--- config.mk ---
export PLATFORM = sky130hd
export DESIGN_NAME = mem_stage_flat
export DESIGN_NICKNAME = d
export VERILOG_FILES = /design/src/rtl/mem_stage_if.sv /design/src/rtl/mem_stage.sv /design/src/flat_wrapper.sv
export SDC_FILE = /design/constraint.sdc
export NUM_CORES = 1
export LEC_CHECK = 0
export ABC_CLOCK_PERIOD_IN_PS = 3180
export BUFFER_PORTS_ARGS = -buffer_cell sky130_fd_sc_hd__buf_2
export CAP_MARGIN = 20
export CORE_MARGIN = 2
export CORE_UTILIZATION = 48
export DETAILED_ROUTE_END_ITERATION = 8
export GPL_TIMING_DRIVEN = 0
export PLACE_DENSITY = 0.88
export SYNTH_ARGS = -nofsm -noshare
export SYNTH_HDL_FRONTEND = slang
export SYNTH_SLANG_ARGS = --single-unit
--- constraint.sdc ---
create_clock -name clk -period 3.18 [get_ports clk]
set_input_delay 0.318 -clock clk [delete_from_list [all_inputs] [get_ports clk]]
set_output_delay 0.318 -clock clk [all_outputs]
set_load 0.01 [all_outputs]
--- src/rtl/mem_stage_if.sv ---
// Data-memory request/response bundle between the MEM stage and data memory.
// The stage side is the master; the memory side is the slave.
interface mem_stage_if;
    logic        dmem_req;
    logic        dmem_ready;
    logic        dmem_we;
    logic [31:0] dmem_addr;
    logic [3:0]  dmem_be;
    logic [31:0] dmem_wdata;
    logic        dmem_rvalid;
    logic [31:0] dmem_rdata;

    modport master (
        output dmem_req, dmem_we, dmem_addr,
        output dmem_be, dmem_wdata,
        input  dmem_ready, dmem_rvalid, dmem_rdata
    );

    modport slave (
        input  dmem_req, dmem_we, dmem_addr,
        input  dmem_be, dmem_wdata,
        output dmem_ready, dmem_rvalid, dmem_rdata
    );
endinterface

--- src/rtl/mem_stage.sv ---
// RV32I memory-access stage: issues loads/stores, aligns lanes, formats
// load data, stalls upstream while busy and squashes bad or lost accesses.
module mem_stage #(
    parameter int unsigned TIMEOUT_CYCLES = 255
) (
    input  logic        clk,
    input  logic        rst,
    input  logic [31:0] alu_MEM_in,
    input  logic [31:0] rs2_data_MEM_in,
    input  logic        MemRead_MEM_in,
    input  logic        MemWrite_MEM_in,
    input  logic [2:0]  funct3_MEM_in,
    input  logic        RegWrite_MEM_in,
    input  logic        MemtoReg_MEM_in,
    input  logic [4:0]  rd_MEM_in,
    mem_stage_if.master dmem,
    output logic [31:0] mem_data_MEM_out,
    output logic [31:0] alu_MEM_out,
    output logic        MemtoReg_MEM_out,
    output logic [4:0]  rd_MEM_out,
    output logic        RegWrite_MEM_out,
    output logic        stall_out,
    output logic        mem_exc,
    output logic        bus_err
);

    typedef enum logic [1:0] {
        IDLE = 2'd0,
        WAIT = 2'd1,
        DONE = 2'd2
    } state_e;

    localparam logic [15:0] TMO_LAST = 16'(TIMEOUT_CYCLES - 1);

    state_e      state_q;
    logic [15:0] cnt_q;
    logic [31:0] rdata_q;
    logic [1:0]  off_q;
    logic [2:0]  f3_q;
    logic        tmo_q;

    logic        is_ld, is_st, is_mem;
    logic        f3_ok, align_ok, legal;
    logic [3:0]  st_be;
    logic [31:0] st_wdata;

    function automatic logic [31:0] fmt_load(
        input logic [31:0] w,
        input logic [1:0]  off,
        input logic [2:0]  f3
    );
        logic [31:0] s;
        s = w >> {off, 3'b000};
        case (f3)
            3'b000:  return {{24{s[7]}}, s[7:0]};
            3'b001:  return {{16{s[15]}}, s[15:0]};
            3'b100:  return {24'd0, s[7:0]};
            3'b101:  return {16'd0, s[15:0]};
            default: return s;
        endcase
    endfunction

    assign is_ld  = MemRead_MEM_in & ~MemWrite_MEM_in;
    assign is_st  = MemWrite_MEM_in & ~MemRead_MEM_in;
    assign is_mem = MemRead_MEM_in | MemWrite_MEM_in;
    assign legal  = f3_ok & align_ok;

    always_comb begin
        f3_ok = 1'b0;
        if (is_ld)
            f3_ok = funct3_MEM_in inside
                {3'b000, 3'b001, 3'b010, 3'b100, 3'b101};
        else if (is_st)
            f3_ok = funct3_MEM_in inside {3'b000, 3'b001, 3'b010};
        case (funct3_MEM_in[1:0])
            2'b00:   align_ok = 1'b1;
            2'b01:   align_ok = ~alu_MEM_in[0];
            2'b10:   align_ok = (alu_MEM_in[1:0] == 2'b00);
            default: align_ok = 1'b0;
        endcase
    end

    // Loads read the whole word; stores replicate data across lanes.
    always_comb begin
        st_be    = 4'b1111;
        st_wdata = 32'd0;
        if (is_st) begin
            case (funct3_MEM_in[1:0])
                2'b00: begin
                    st_be    = 4'b0001 << alu_MEM_in[1:0];
                    st_wdata = {4{rs2_data_MEM_in[7:0]}};
                end
                2'b01: begin
                    st_be    = 4'b0011 << alu_MEM_in[1:0];
                    st_wdata = {2{rs2_data_MEM_in[15:0]}};
                end
                default: begin
                    st_be    = 4'b1111;
                    st_wdata = rs2_data_MEM_in;
                end
            endcase
        end
    end

    assign alu_MEM_out      = alu_MEM_in;
    assign MemtoReg_MEM_out = MemtoReg_MEM_in;
    assign rd_MEM_out       = rd_MEM_in;
    assign dmem.dmem_addr   = {alu_MEM_in[31:2], 2'b00};

    always_comb begin
        dmem.dmem_req    = 1'b0;
        dmem.dmem_we     = 1'b0;
        dmem.dmem_be     = 4'd0;
        dmem.dmem_wdata  = 32'd0;
        stall_out        = 1'b0;
        mem_exc          = 1'b0;
        bus_err          = 1'b0;
        mem_data_MEM_out = 32'd0;
        RegWrite_MEM_out = RegWrite_MEM_in & ~rst;
        if (!rst) begin
            unique case (state_q)
                IDLE: begin
                    if (is_mem && !legal) begin
                        mem_exc          = 1'b1;
                        RegWrite_MEM_out = 1'b0;
                    end else if (is_mem) begin
                        dmem.dmem_req   = 1'b1;
                        dmem.dmem_we    = is_st;
                        dmem.dmem_be    = st_be;
                        dmem.dmem_wdata = st_wdata;
                        stall_out       = 1'b1;
                    end
                end
                WAIT: stall_out = 1'b1;
                DONE: begin
                    mem_data_MEM_out = rdata_q;
                    if (tmo_q) begin
                        bus_err          = 1'b1;
                        RegWrite_MEM_out = 1'b0;
                    end
                end
                default: ;
            endcase
        end
    end

    // Responses seen in IDLE or DONE are stale and simply dropped.
    always_ff @(posedge clk) begin
        if (rst) begin
            state_q <= IDLE;
            cnt_q   <= 16'd0;
            rdata_q <= 32'd0;
            off_q   <= 2'd0;
            f3_q    <= 3'd0;
            tmo_q   <= 1'b0;
        end else begin
            unique case (state_q)
                IDLE: begin
                    if (is_mem && legal && dmem.dmem_ready) begin
                        off_q   <= alu_MEM_in[1:0];
                        f3_q    <= funct3_MEM_in;
                        rdata_q <= 32'd0;
                        cnt_q   <= 16'd0;
                        tmo_q   <= 1'b0;
                        state_q <= is_st ? DONE : WAIT;
                    end
                end
                WAIT: begin
                    if (dmem.dmem_rvalid) begin
                        rdata_q <= fmt_load(dmem.dmem_rdata, off_q, f3_q);
                        state_q <= DONE;
                    end else if (cnt_q == TMO_LAST) begin
                        tmo_q   <= 1'b1;
                        state_q <= DONE;
                    end else begin
                        cnt_q <= cnt_q + 16'd1;
                    end
                end
                DONE: begin
                    tmo_q   <= 1'b0;
                    state_q <= IDLE;
                end
                default: state_q <= IDLE;
            endcase
        end
    end

endmodule

--- src/flat_wrapper.sv ---
// flat-port wrapper written by rule: the top's interface ports become plain ports
module mem_stage_flat 
#(
    parameter int unsigned TIMEOUT_CYCLES = 255
)
  (clk, rst, alu_MEM_in, rs2_data_MEM_in, MemRead_MEM_in, MemWrite_MEM_in, funct3_MEM_in, RegWrite_MEM_in, MemtoReg_MEM_in, rd_MEM_in, mem_data_MEM_out, alu_MEM_out, MemtoReg_MEM_out, rd_MEM_out, RegWrite_MEM_out, stall_out, mem_exc, bus_err, dmem_dmem_req, dmem_dmem_we, dmem_dmem_addr, dmem_dmem_be, dmem_dmem_wdata, dmem_dmem_ready, dmem_dmem_rvalid, dmem_dmem_rdata);
  mem_stage_if dmem_i ();
  input  logic clk;
  input  logic rst;
  input  logic [31:0] alu_MEM_in;
  input  logic [31:0] rs2_data_MEM_in;
  input  logic MemRead_MEM_in;
  input  logic MemWrite_MEM_in;
  input  logic [2:0] funct3_MEM_in;
  input  logic RegWrite_MEM_in;
  input  logic MemtoReg_MEM_in;
  input  logic [4:0] rd_MEM_in;
  output logic [31:0] mem_data_MEM_out;
  output logic [31:0] alu_MEM_out;
  output logic MemtoReg_MEM_out;
  output logic [4:0] rd_MEM_out;
  output logic RegWrite_MEM_out;
  output logic stall_out;
  output logic mem_exc;
  output logic bus_err;
  output wire logic [$bits(dmem_i.dmem_req)-1:0] dmem_dmem_req;
  output wire logic [$bits(dmem_i.dmem_we)-1:0] dmem_dmem_we;
  output wire logic [$bits(dmem_i.dmem_addr)-1:0] dmem_dmem_addr;
  output wire logic [$bits(dmem_i.dmem_be)-1:0] dmem_dmem_be;
  output wire logic [$bits(dmem_i.dmem_wdata)-1:0] dmem_dmem_wdata;
  input wire logic [$bits(dmem_i.dmem_ready)-1:0] dmem_dmem_ready;
  input wire logic [$bits(dmem_i.dmem_rvalid)-1:0] dmem_dmem_rvalid;
  input wire logic [$bits(dmem_i.dmem_rdata)-1:0] dmem_dmem_rdata;
  assign dmem_dmem_req = dmem_i.dmem_req;
  assign dmem_dmem_we = dmem_i.dmem_we;
  assign dmem_dmem_addr = dmem_i.dmem_addr;
  assign dmem_dmem_be = dmem_i.dmem_be;
  assign dmem_dmem_wdata = dmem_i.dmem_wdata;
  assign dmem_i.dmem_ready = dmem_dmem_ready;
  assign dmem_i.dmem_rvalid = dmem_dmem_rvalid;
  assign dmem_i.dmem_rdata = dmem_dmem_rdata;
  mem_stage #(.TIMEOUT_CYCLES(TIMEOUT_CYCLES)) u_core (.clk(clk), .rst(rst), .alu_MEM_in(alu_MEM_in), .rs2_data_MEM_in(rs2_data_MEM_in), .MemRead_MEM_in(MemRead_MEM_in), .MemWrite_MEM_in(MemWrite_MEM_in), .funct3_MEM_in(funct3_MEM_in), .RegWrite_MEM_in(RegWrite_MEM_in), .MemtoReg_MEM_in(MemtoReg_MEM_in), .rd_MEM_in(rd_MEM_in), .dmem(dmem_i), .mem_data_MEM_out(mem_data_MEM_out), .alu_MEM_out(alu_MEM_out), .MemtoReg_MEM_out(MemtoReg_MEM_out), .rd_MEM_out(rd_MEM_out), .RegWrite_MEM_out(RegWrite_MEM_out), .stall_out(stall_out), .mem_exc(mem_exc), .bus_err(bus_err));
endmodule
### Word level (Yosys, flattened, before mapping)

Cells that the tools add are included.

| storage, ports and cells | value |
|---|---|
| word-level logic and storage cells | 109 |
| register bits after elaboration | 56 |
| output and inout port bits | 144 |

| cells by class | value |
|---|---|
| bitwise gates (word level) | 9 |
| equal/unequal tests | 18 |
| add/sub/neg operators | 1 |
| shift operators | 3 |
| reduce and logical (&&, ||, !) cells | 18 |
| mux-type cells | 54 |

Operator list:

| cell | number |
|---|---|
| 32-bit two-way mux | 9 |
| 32-bit one-hot mux with 2 select lines | 2 |
| 32-bit one-hot mux with 4 select lines | 1 |
| 16-bit two-way mux | 3 |
| 16-bit one-hot mux with 2 select lines | 1 |
| 32-bit by 5-bit >> shifter with 32-bit output | 1 |
| 1-bit two-way mux | 23 |
| 4-bit two-way mux | 5 |
| 16-bit by 1-bit adder with 16-bit output, second input constant | 1 |
| 16-bit by 8-bit == test with 1-bit output, second input constant | 1 |
| 3-bit == test, second input constant | 4 |
| 2-bit two-way mux | 4 |
| 4-bit one-hot mux with 2 select lines | 1 |
| 4-bit AND reduction | 2 |
| 3-bit by 1-bit == test with 1-bit output, second input constant | 2 |
| 2-bit logical NOT | 3 |
| 3-bit logical NOT | 2 |
| 2-bit inequality test, second input constant | 3 |
| 1-bit one-hot mux with 3 select lines | 2 |
| 3-bit nonzero test | 2 |
| 5-bit nonzero test | 1 |
| 1-bit bitwise AND | 4 |
| 2-bit by 1-bit == test with 1-bit output, second input constant | 2 |
| 2-bit == test, second input constant | 2 |
| 14 further kinds | 22 |

### Depth between registers and ports, before layout

Gate-level depths: netlist (run 1).

| depth | value |
|---|---|
| depth after elaboration | 10 |
| gate-level depth with buffers | 9 |
| gate-level depth less buffers | 7 |

### Least setup slack after synthesis (run 1)

No wires, ideal clock.

| path | value |
|---|---|
| kind | input-to-output |
| start point | input funct3_MEM_in[1] |
| end point | output dmem_dmem_wdata[16] |
| arrival | 1.840 ns |
| cell stages on the path | 8 |
| buffers on the path | 3 |
| setup slack | 1.022 ns |
| cell sequence | buf_2 > o21ai_0 > nand3_1 > or2_1 > or4_1 > buf_2 > buf_6 > nor2_1 |

| on the way | value |
|---|---|
| longest elaborated chain between the ends | 10 |

Ends and longest elaborated chain:

| element | RTL line | text |
|---|---|---|
| start: declaration | flat_wrapper.sv:14 | `input logic [2:0] funct3_MEM_in;` |
| 3-bit by 1-bit == test with 1-bit output (tied with other cells) | mem_stage.sv:71, mem_stage.sv:74 |  |
| 3-bit nonzero test | mem_stage.sv:74 | `f3_ok = funct3_MEM_in inside {3'b000, 3'b001, 3'b010};` |
| 1-bit two-way mux | mem_stage.sv:73 | `else if (is_st)` |
| 1-bit two-way mux | mem_stage.sv:70 | `if (is_ld)` |
| 1-bit bitwise AND | mem_stage.sv:66 | `assign legal = f3_ok & align_ok;` |
| 1-bit logical NOT | mem_stage.sv:123 | `if (is_mem && !legal) begin` |
| 1-bit logical AND | mem_stage.sv:123 |  |
| 32-bit two-way mux (*) | mem_stage.sv:123 |  |
| 32-bit two-way mux (*) | mem_stage.sv:121 | `unique case (state_q)` |
| 32-bit two-way mux (*) | mem_stage.sv:120 | `if (!rst) begin` |
| end: declaration | flat_wrapper.sv:30 | `output wire logic [$bits(dmem_i.dmem_wdata)-1:0] dmem_dmem_wdata;` |

Every way passes the cells marked *; elsewhere a longest branch is shown, timed or not.

### Final worst setup path (run 1)

| path | value |
|---|---|
| start point | register u_core.state_q[1] |
| end point | output mem_data_MEM_out[17] |

| on the way | value |
|---|---|
| longest elaborated chain between the ends | 3 |

Ends and longest elaborated chain:

| element | RTL line | text |
|---|---|---|
| start: declaration | mem_stage.sv:35 | `state_e state_q;` |
| start signal: assignment | mem_stage.sv:165 | `state_q <= is_st ? DONE : WAIT;` |
| 2-bit == test | mem_stage.sv:121 |  |
| 32-bit two-way mux | mem_stage.sv:121 |  |
| 32-bit two-way mux | mem_stage.sv:120 |  |
| end: declaration | flat_wrapper.sv:18 | `output logic [31:0] mem_data_MEM_out;` |

No other way between the ends.

==> results of run 1 <==
logic make-up after synthesis:
logic type | after synthesis
AOI/OAI and AO/OA | 150
adders and majority gates | 2
buffers and inverters | 118
DFF | 56
muxes | 48
other | 1
and+or+nand+nor | 209
cell usage in the layout, fill, tap and decap left out, types with 3 or more instances in the layout:
cell type / count
buf_2: 230
and2_1: 42
o21ai_0: 43
and3_1: 5
mux2_2: 10
a311oi_1: 6
or3_1: 4
clkbuf_8: 5
nor4_1: 3
nor2_1: 47
dfxtp_1: 56
nand2_1: 58
a2bb2oi_1: 7
mux2i_1: 36
o2111ai_1: 7
clkbuf_1: 19
inv_1: 6
a41oi_1: 3
nor3_1: 10
nand3_1: 15
and4_1: 3
buf_1: 6
buf_4: 70
a21oi_2: 5
nor2b_1: 4
a21oi_1: 64
nand2b_1: 4
power breakdown:
group	switching, W	internal, W	total, W
clock network	0.000233	0.000310	0.000543
registers	0.00000852	0.000717	0.000725
logic	0.000229	0.000201	0.000430
total	0.000470	0.00123	0.00170
path summary, 6_finish.rpt:
check	cells past startpoint	slack (ns)	to	start
worst min register to register	2	0.45	u_core.rdata_q[7]	u_core.rdata_q[7]
worst min-delay path	3	0.25	u_core.rdata_q[28]	dmem_dmem_rdata[28]
worst max-delay path	5	0.28	mem_data_MEM_out[17]	u_core.state_q[1]
worst max register to register	6	0.84	u_core.rdata_q[22]	u_core.state_q[1]
state kept, by name (all words and copies together) (netlist names):
signal          cells
u_core.rdata_q     32
u_core.cnt_q       16
u_core.f3_q         3
u_core.off_q        2
u_core.state_q      2
u_core.tmo_q        1
metal layers:
layer	part of all wire	routed length, microns	up-vias
met5	0	0	-
met4	0.026	379	0
met2	0.47	7020	298
met3	0.096	1430	32
li1	-	-	2420
met1	0.40	5990	2279
critical path: stages (launching register included):
cell and delay (ns):
dfxtp_1 0.31, clkbuf_1 0.30, nor3b_1 0.83, clkbuf_1 0.47, and2_1 0.21, buf_2 0.13
layout make-up:
class	instances	area [sq um]	share of cell area
repair buffers	216	1080	0.189
clock buffers	5	68.8	0.0120
multi-input cells	411	2510	0.439
flip-flops and latches	56	1120	0.196
well taps	108	135	0.0236
clock inverters	2	60.1	0.0105
plain buffers	111	712	0.125
inverters	7	26.3	0.00460
Yosys cell counts (all sizes together), types with 2 or more instances:
cell     instances
a21oi           69
a22o             2
a22oi            2
a2bb2oi          7
a311oi           6
a31oi            2
a32o             2
a41oi            3
and2            42
and3             5
and4             3
buf             92
clkbuf          19
dfxtp           56
ha               2
inv              7
mux2            10
mux2i           36
mux4             2
nand2           58
nand2b           4
nand3           15
nand3b           2
nand4            2
nor2            47
nor2b            4
nor3            10
nor3b            2
nor4             3
nor4b            2
nor4bb           2
o2111ai          7
o21ai           43
or2              2
or3              4
or4              2
through the flow:
| step | cells | cell area [sq um] | hold WS [ns] | power [W] | setup slack (ns) |
|---|---|---|---|---|---|
| 6_report | 916 | 5720 | 0.245 | 0.00170 | 0.278 |
| 4_1_cts | 916 | 5720 | 0.244 | 0.00170 | 0.373 |
| 3_3_place_gp | 909 | 5590 | 0.434 | 0.00116 | 0.633 |
| 2_1_floorplan | 585 | 4370 | 0.427 | 0.000998 | 1.02 |
| 3_5_place_dp | 909 | 5590 | 0.440 | 0.00117 | 0.633 |
| 5_1_grt | 916 | 5720 | 0.246 | 0.00177 | 0.183 |
==> flow_summary.json, run 1 <==
{
  "outcome": "completed",
  "cts_tree": "yes",
  "slew_headroom": 0.354,
  "chipWidth_microns": 99.4,
  "ys_seq_area_frac": 0.257,
  "synth_compound_area_frac": 0.209,
  "path_clk_slew_ns": 0.11,
  "netlist_top_cells_area": "dfxtp_1, buf_4, mux2i_1",
  "clock_sinks": 56,
  "yosysWarnings": 0,
  "grt_max_degree": 17,
  "fin_crit_sh": 0.913,
  "synth_top_family_by_area": "simple AND/OR/NAND/NOR gates",
  "insertion_delay_ns": 0.32,
  "use_met2": 0.468,
  "fmax_ghz": 0.345,
  "synth-main-ff-cell": "dfxtp_1",
  "arrival_ns": 2.58,
  "use_met1": 0.376,
  "ctsLongestPathBuffers": 2,
  "synth_area_per_cell_sq_um": 7.48,
  "track_usage": 0.287,
  "crit_path_end_kind": "primary output",
  "tightest_slew_ns": 0.967,
  "hpwl_microns": 12000,
  "vias": 5029,
  "first_pass_iters": 5,
  "min_period_ns": 2.90,
  "dieHeight_microns": 99.4,
  "met3_usage": 0.0597,
  "ys_async_sr_fraction": 0,
  "fin_worst_skew_ns": 0.0150,
  "drc": 0,
  "synth_edf_count": 0,
  "cp.required_ns": 2.86,
  "cts_resized": 0,
  "cellPowerDensity_nw_per_um2": 297,
  "post_cts_buffers": 0,
  "drt-vias-per-instance": 5.49,
  "grt_pass1_vias": 4555,
  "core_sq_um": 8760,
  "hold_viol_final": 0,
  "peakVddDrop_mv": 0.238,
  "antenna_found_initial": 0,
  "yosys.area_share.xor_xnor": 0,
  "tns_ns": 0,
  "row_count": 34,
  "cap_violations": 0,
  "nNetsFinal": 922,
  "cts_hold_buf": 0,
  "synthAdderAreaFrac": 0.00573,
  "crit_fanout": 10,
  "start_util": 0.498,
  "gp_congestion": 0.969,
  "drive_above_1_share": 0.411,
  "busiest_layer": "met2",
  "leakagePower_nw": 2.71,
  "root_buffer": "clkbuf_8",
  "port_buffers": 216,
  "yosys.area.top_type": "dfxtp_1",
  "num_antenna_cells": 0,
  "synth_simple_gate_area_frac": 0.240,
  "finalMaxSlewViolations": 0,
  "crit_type": "reg2out",
  "nFillCells": 801,
  "finalSetupViolCount": 0,
  "postLayoutCoreUtil": 0.652,
  "synth_cell_types": 52,
  "syn_inst": 584,
  "pin_count": 256,
  "ys_ff_latch": 56,
  "routedWlPerCell_microns": 16.2,
  "grt_pass1_wl_microns": 22800,
  "syn2layout_area_growth_pct": 30.9,
  "drtIter0Drc": 397,
  "cts_buffers": 5,
  "synth.area.mux_share": 0.119,
  "yosysTopAreaCellShare": 0.257,
  "min_path_type": "in2reg",
  "wl_microns": 14800,
  "rsz0062_at_grt": "no",
  "ant_nets": 0,
  "die-area_sq_um": 9880,
  "htree_levels": 2,
  "start_kind": "register",
  "overflow": 0,
  "synth_area_sq_um": 4370
}
(Power assumes the default switching activity.)
==> inputs of run 2 (changes only) <==
Settings changed: GPL_TIMING_DRIVEN 0 to not set.
==> flow_summary.json, run 2 (synthesis results as in run 1) <==
{
  "outcome": "completed",
  "grt_pass1_wl_microns": 21000,
  "hold_depth": 3,
  "pin_count": 256,
  "wl_met2_microns": 6380,
  "wl_met1_microns": 5350,
  "die-area_sq_um": 9880,
  "tns_ns": 0,
  "grt_pass1_vias": 4262,
  "finalSetupViolCount": 0,
  "cts_resized": 0,
  "final_cell_mix": "buf_2, a21oi_1, nand2_1",
  "crit_path_end_kind": "register",
  "wl_microns": 13400,
  "track_usage": 0.260,
  "antenna_found_initial": 0,
  "crit_fanout": 16,
  "cp_top_family": "compound AO/OA/AOI/OAI gates",
  "routedWlPerCell_microns": 17.8,
  "num_antenna_cells": 0,
  "insertion_delay_ns": 0.32,
  "hpwl_microns": 10300,
  "cts_tree": "yes",
  "clock_sinks": 56,
  "highest-signal-layer": "met4",
  "row_count": 34,
  "grt_max_degree": 33,
  "port_buffers": 151,
  "cp.required_ns": 3.35,
  "hold_end": "u_core.rdata_q[26]",
  "regMostFlops": "u_core.rdata_q",
  "fmax_ghz": 0.401,
  "regToRegSetupSlack_ns": 0.68,
  "final_common_cell": "buf_2",
  "cts_hold_buf": 0,
  "dr_wl_met3_microns": 1210,
  "arrival_ns": 2.67,
  "reg2reg_from": "u_core.off_q[1]",
  "gp_congestion": 0.951,
  "drtIter0Drc": 414,
  "crit_type": "reg2reg",
  "worstPathCellList": "mux4_2 > nor2_1 > nor4_1 > a21oi_2 > a21oi_1",
  "cts_buffers": 5,
  "fin_crit_sh": 0.785,
  "drive_above_1_share": 0.299,
  "dieHeight_microns": 99.4,
  "r2r_cells": 5,
  "chipWidth_microns": 99.4,
  "leakagePower_nw": 2.05,
  "rsz0062_at_grt": "no",
  "path_clk_slew_ns": 0.11,
  "critPathMaxStageDelay_ns": 0.78,
  "fin_ws_ns": 0.684,
  "slowest_stage": "dfxtp_1",
  "first_pass_iters": 5,
  "r2r_end": "u_core.rdata_q[24]",
  "nNetsFinal": 756,
  "fin_worst_skew_ns": 0.0136,
  "largest_reg_flops": 32,
  "htree_levels": 2,
  "min_period_ns": 2.50,
  "syn2layout_area_growth_pct": 8.56,
  "start_util": 0.498,
  "ctsLongestPathBuffers": 2,
  "drc": 0,
  "finalMaxSlewViolations": 0,
  "peakVddDrop_mv": 0.159,
  "start_kind": "register",
  "hold_viol_final": 0,
  "crit_buf_inv": 0,
  "tightest_slew_ns": 0.785,
  "cap_violations": 0,
  "root_buffer": "clkbuf_8",
  "slew_headroom": 0.477,
  "top_regs": "u_core.rdata_q: 32 flops, u_core.cnt_q: 16 flops, u_core.f3_q: 3 flops",
  "drt-vias-per-instance": 5.88,
  "vias": 4415,
  "cellPowerDensity_nw_per_um2": 316,
  "overflow": 0,
  "min_path_type": "in2reg",
  "post_cts_buffers": 0,
  "core_sq_um": 8760,
  "ant_nets": 0,
  "min-delay-start": "dmem_dmem_rdata[26]",
  "pre_cts_ws_ns": 0.698
}
==> run 2: where the power goes <==
| part | internal, W | total, W | switching (W) |
|---|---|---|---|
| logic | 0.000116 | 0.000284 | 0.000169 |
| registers | 0.000717 | 0.000730 | 0.0000134 |
| clock network | 0.000239 | 0.000485 | 0.000247 |
==> run 2: metal layers <==
layer,track usage,up-vias
met1,0.320,2019
li1,-,2087
met4,0.0948,0
met2,0.440,256
met5,0,-
met3,0.0675,53
==> run 2: worst max path at each step <==
stage / start / endpoint / slack (ns) / cells past startpoint
finish: u_core.off_q[1] / u_core.rdata_q[24] / 0.68 / 5
global route: u_core.off_q[1] / u_core.rdata_q[24] / 0.50 / 5
CTS: alu_MEM_in[0] / dmem_dmem_wdata[3] / 0.69 / 9
detailed placement: alu_MEM_in[0] / dmem_dmem_wdata[3] / 0.70 / 9
global placement: alu_MEM_in[0] / dmem_dmem_wdata[24] / 0.74 / 8
floorplan: funct3_MEM_in[1] / dmem_dmem_wdata[16] / 1.02 / 8
==> run 2: stage by stage <==
stage                     instance area [sq um]  hold WS [ns]  instances  utilization  total power, W
after floorplan                            4370         0.427        585            -        0.000998
after global placement                     4630         0.437        743        0.528         0.00102
after detailed placement                   4630         0.443        743        0.528         0.00103
after CTS                                  4740         0.250        751        0.541         0.00150
after global routing                       4740         0.258        751        0.541         0.00156
final                                      4740         0.253        751        0.541         0.00150
==> run 2: final cells by class <==
type,count,area [sq um]
Clock buffer,6,72.6
Multi-Input combinational cell,411,2520
Tap cell,108,135
Inverter,7,26.3
Clock inverter,2,38.8
Timing Repair Buffer,161,831
Fill cell,838,4020
Sequential cell,56,1120
==> run 2: worst register-to-register path: stages, from the launching register on <==
cell	delay (ns)
dfxtp_1	0.78
mux4_2	0.59
nor2_1	0.10
nor4_1	0.07
a21oi_2	0.62
a21oi_1	0.18
==> inputs of run 3 (changes only) <==
Settings changed: ABC_AREA set to 1, ABC_CLOCK_PERIOD_IN_PS 3180 to 2600, CORE_UTILIZATION 48 to 47, PLACE_DENSITY 0.88 to 0.84.
Clock period 3.18 ns to 2.6 ns, I/O delays scaled along.
==> flow_summary.json, run 3 <==
{
  "grt_pass1_wl_microns": 22500,
  "start_util": 0.483,
  "nFillCells": 1120,
  "synth_area_per_cell_sq_um": 5.76,
  "cellPowerDensity_nw_per_um2": 344,
  "min_period_ns": 2.23,
  "p_sw_w": 0.000595,
  "top_regs": "u_core.rdata_q: 32 flops, u_core.cnt_q: 16 flops, u_core.f3_q: 3 flops",
  "ys_async_sr_fraction": 0,
  "outcome": "completed",
  "cts_tree": "yes",
  "largest_reg_flops": 32,
  "fin_ws_ns": 0.372,
  "p_int_w": 0.00122,
  "cts_buffers": 5,
  "overflow": 0,
  "yosys-top-cells-count": "nand2_1, nor2_1, inv_1, buf_4, nand3_1",
  "netlist_top_cells_area": "dfxtp_1, nand2_1, nor2_1",
  "ant_nets": 0,
  "core_sq_um": 10300,
  "syn_inst": 862,
  "cts_hold_buf": 0,
  "leakagePower_nw": 2.83,
  "hold_viol_final": 0,
  "chipWidth_microns": 107,
  "vias": 5395,
  "root_buffer": "clkbuf_8",
  "antenna_found_initial": 0,
  "yosysWarnings": 0,
  "peakVddDrop_mv": 0.211,
  "pre_cts_ws_ns": 0.423,
  "grt_max_degree": 48,
  "first_pass_iters": 6,
  "drc": 0,
  "hpwl_microns": 10600,
  "wl_microns": 14000,
  "grt_pass1_vias": 4705,
  "min_path_type": "in2reg",
  "finalSetupViolCount": 0,
  "crit_path_end_kind": "primary output",
  "post_cts_buffers": 0,
  "tns_ns": 0,
  "drt-vias-per-instance": 5.12,
  "drive_above_1_share": 0.214,
  "cts_resized": 0,
  "nNetsFinal": 1030,
  "ys_seq_area_frac": 0.226,
  "rsz0062_at_grt": "no",
  "drtIter0Drc": 369,
  "crit_fanout": 32,
  "dieHeight_microns": 107,
  "ys_ff_latch": 56,
  "pin_count": 256,
  "fin_worst_skew_ns": 0.00922,
  "path_clk_slew_ns": 0.10,
  "htree_levels": 2,
  "synth_cell_types": 37,
  "start_kind": "register",
  "tightest_slew_ns": 0.983,
  "cp.required_ns": 2.34,
  "die-area_sq_um": 11400,
  "final_cell_mix": "nand2_1, nor2_1, buf_2",
  "p_sw_frac": 0.328,
  "track_usage": 0.242,
  "regMostFlops": "u_core.rdata_q",
  "slew_headroom": 0.344,
  "syn2layout_area_growth_pct": 6.05,
  "final_common_cell": "nand2_1",
  "num_antenna_cells": 0,
  "synth-main-ff-cell": "dfxtp_1",
  "r2r_cells": 10,
  "insertion_delay_ns": 0.32,
  "clock_sinks": 56,
  "fmax_ghz": 0.449,
  "hold_depth": 3,
  "pwr-share-seq": 0.494,
  "p_clk_frac": 0.268,
  "synth_edf_count": 0,
  "p_total_w": 0.00181,
  "yosysTopAreaCellShare": 0.226,
  "arrival_ns": 1.97,
  "crit_type": "reg2out",
  "yosysMostFrequentCell": "nand2_1",
  "routedWlPerCell_microns": 13.3,
  "ctsLongestPathBuffers": 2,
  "finalMaxSlewViolations": 0,
  "synth_area_sq_um": 4960,
  "cap_violations": 0,
  "row_count": 37,
  "port_buffers": 151,
  "comb_power_share": 0.238,
  "yosys.area.top_type": "dfxtp_1",
  "postLayoutCoreUtil": 0.512,
  "fin_crit_sh": 0.857,
  "gp_congestion": 0.930
}
==> run 3: changes by cell type after synthesis, sizes merged, moves of 22 or more <==
| cell | previous run | this run |
|---|---|---|
| nor3 | 10 | 32 |
| nand2 | 58 | 227 |
| and2 | 42 | 0 |
| mux2i | 36 | 0 |
| inv | 7 | 85 |
| nand3 | 15 | 65 |
| nor2 | 47 | 161 |
==> run 3: cell type report <==
| type | instances | area [sq um] | area share |
|---|---|---|---|
| sequential | 56 | 1120 | 0.213 |
| tap | 136 | 170 | 0.0323 |
| clock inverter | 3 | 18.8 | 0.00356 |
| multi-input combinational | 608 | 2740 | 0.521 |
| timing repair buffer | 160 | 823 | 0.156 |
| inverter | 85 | 319 | 0.0606 |
| clock buffer | 5 | 68.8 | 0.0131 |
==> run 3: logic make-up (layout without fill, tap and decap cells) <==
kind of cell               after synthesis  count (layout)  synth area share
buffers and inverters                  199             253             0.222
DFF                                     56              56             0.226
and+or+nand+nor                        502             502             0.433
xor gates and xnor gates                 3               3           0.00529
AOI/OAI and AO/OA                       99              99             0.108
other                                    1               2          0.000755
adders and majority gates                2               2           0.00504
==> run 3: worst paths after layout <==
check	startpoint	endpoint	slack [ns]
max reg2reg	u_core.off_q[0]	u_core.rdata_q[31]	0.77
min reg2reg	u_core.rdata_q[7]	u_core.rdata_q[7]	0.48
max	u_core.state_q[1]	mem_data_MEM_out[31]	0.37
min	funct3_MEM_in[2]	u_core.f3_q[2]	0.20
==> run 3: layer usage <==
metal / global-route usage / up-vias / share of wire
met4: 0.0937 / 0 / 0.029
met1: 0.298 / 2350 / 0.41
met2: 0.417 / 233 / 0.49
li1: - / 2764 / -
met3: 0.0426 / 48 / 0.074
met5: 0 / - / 0
==> run 3: power groups by stage <==
stage | sequential (W) | combinational, W | clock [W]
finish | 0.000897 | 0.000432 | 0.000485
global route | 0.000900 | 0.000486 | 0.000538
CTS | 0.000897 | 0.000428 | 0.000494
detailed placement | 0.000917 | 0.000425 | 0
global placement | 0.000915 | 0.000424 | 0
floorplan | 0.000912 | 0.000402 | 0
==> run 3: critical path: stages (launching register included) <==
cell     delay (ns)
dfxtp_1        0.43
inv_1          0.07
nor2_1         0.16
inv_1          0.44
nor3_1         0.35
buf_2          0.19
==> run 3: metrics by stage <==
stage	hold slack (ns)	instances	area, sq um
global route	0.230	1053	5270
detailed placement	0.467	1045	5180
finish	0.203	1053	5270
floorplan	0.425	863	4970
CTS	0.204	1053	5270
global placement	0.453	1045	5180
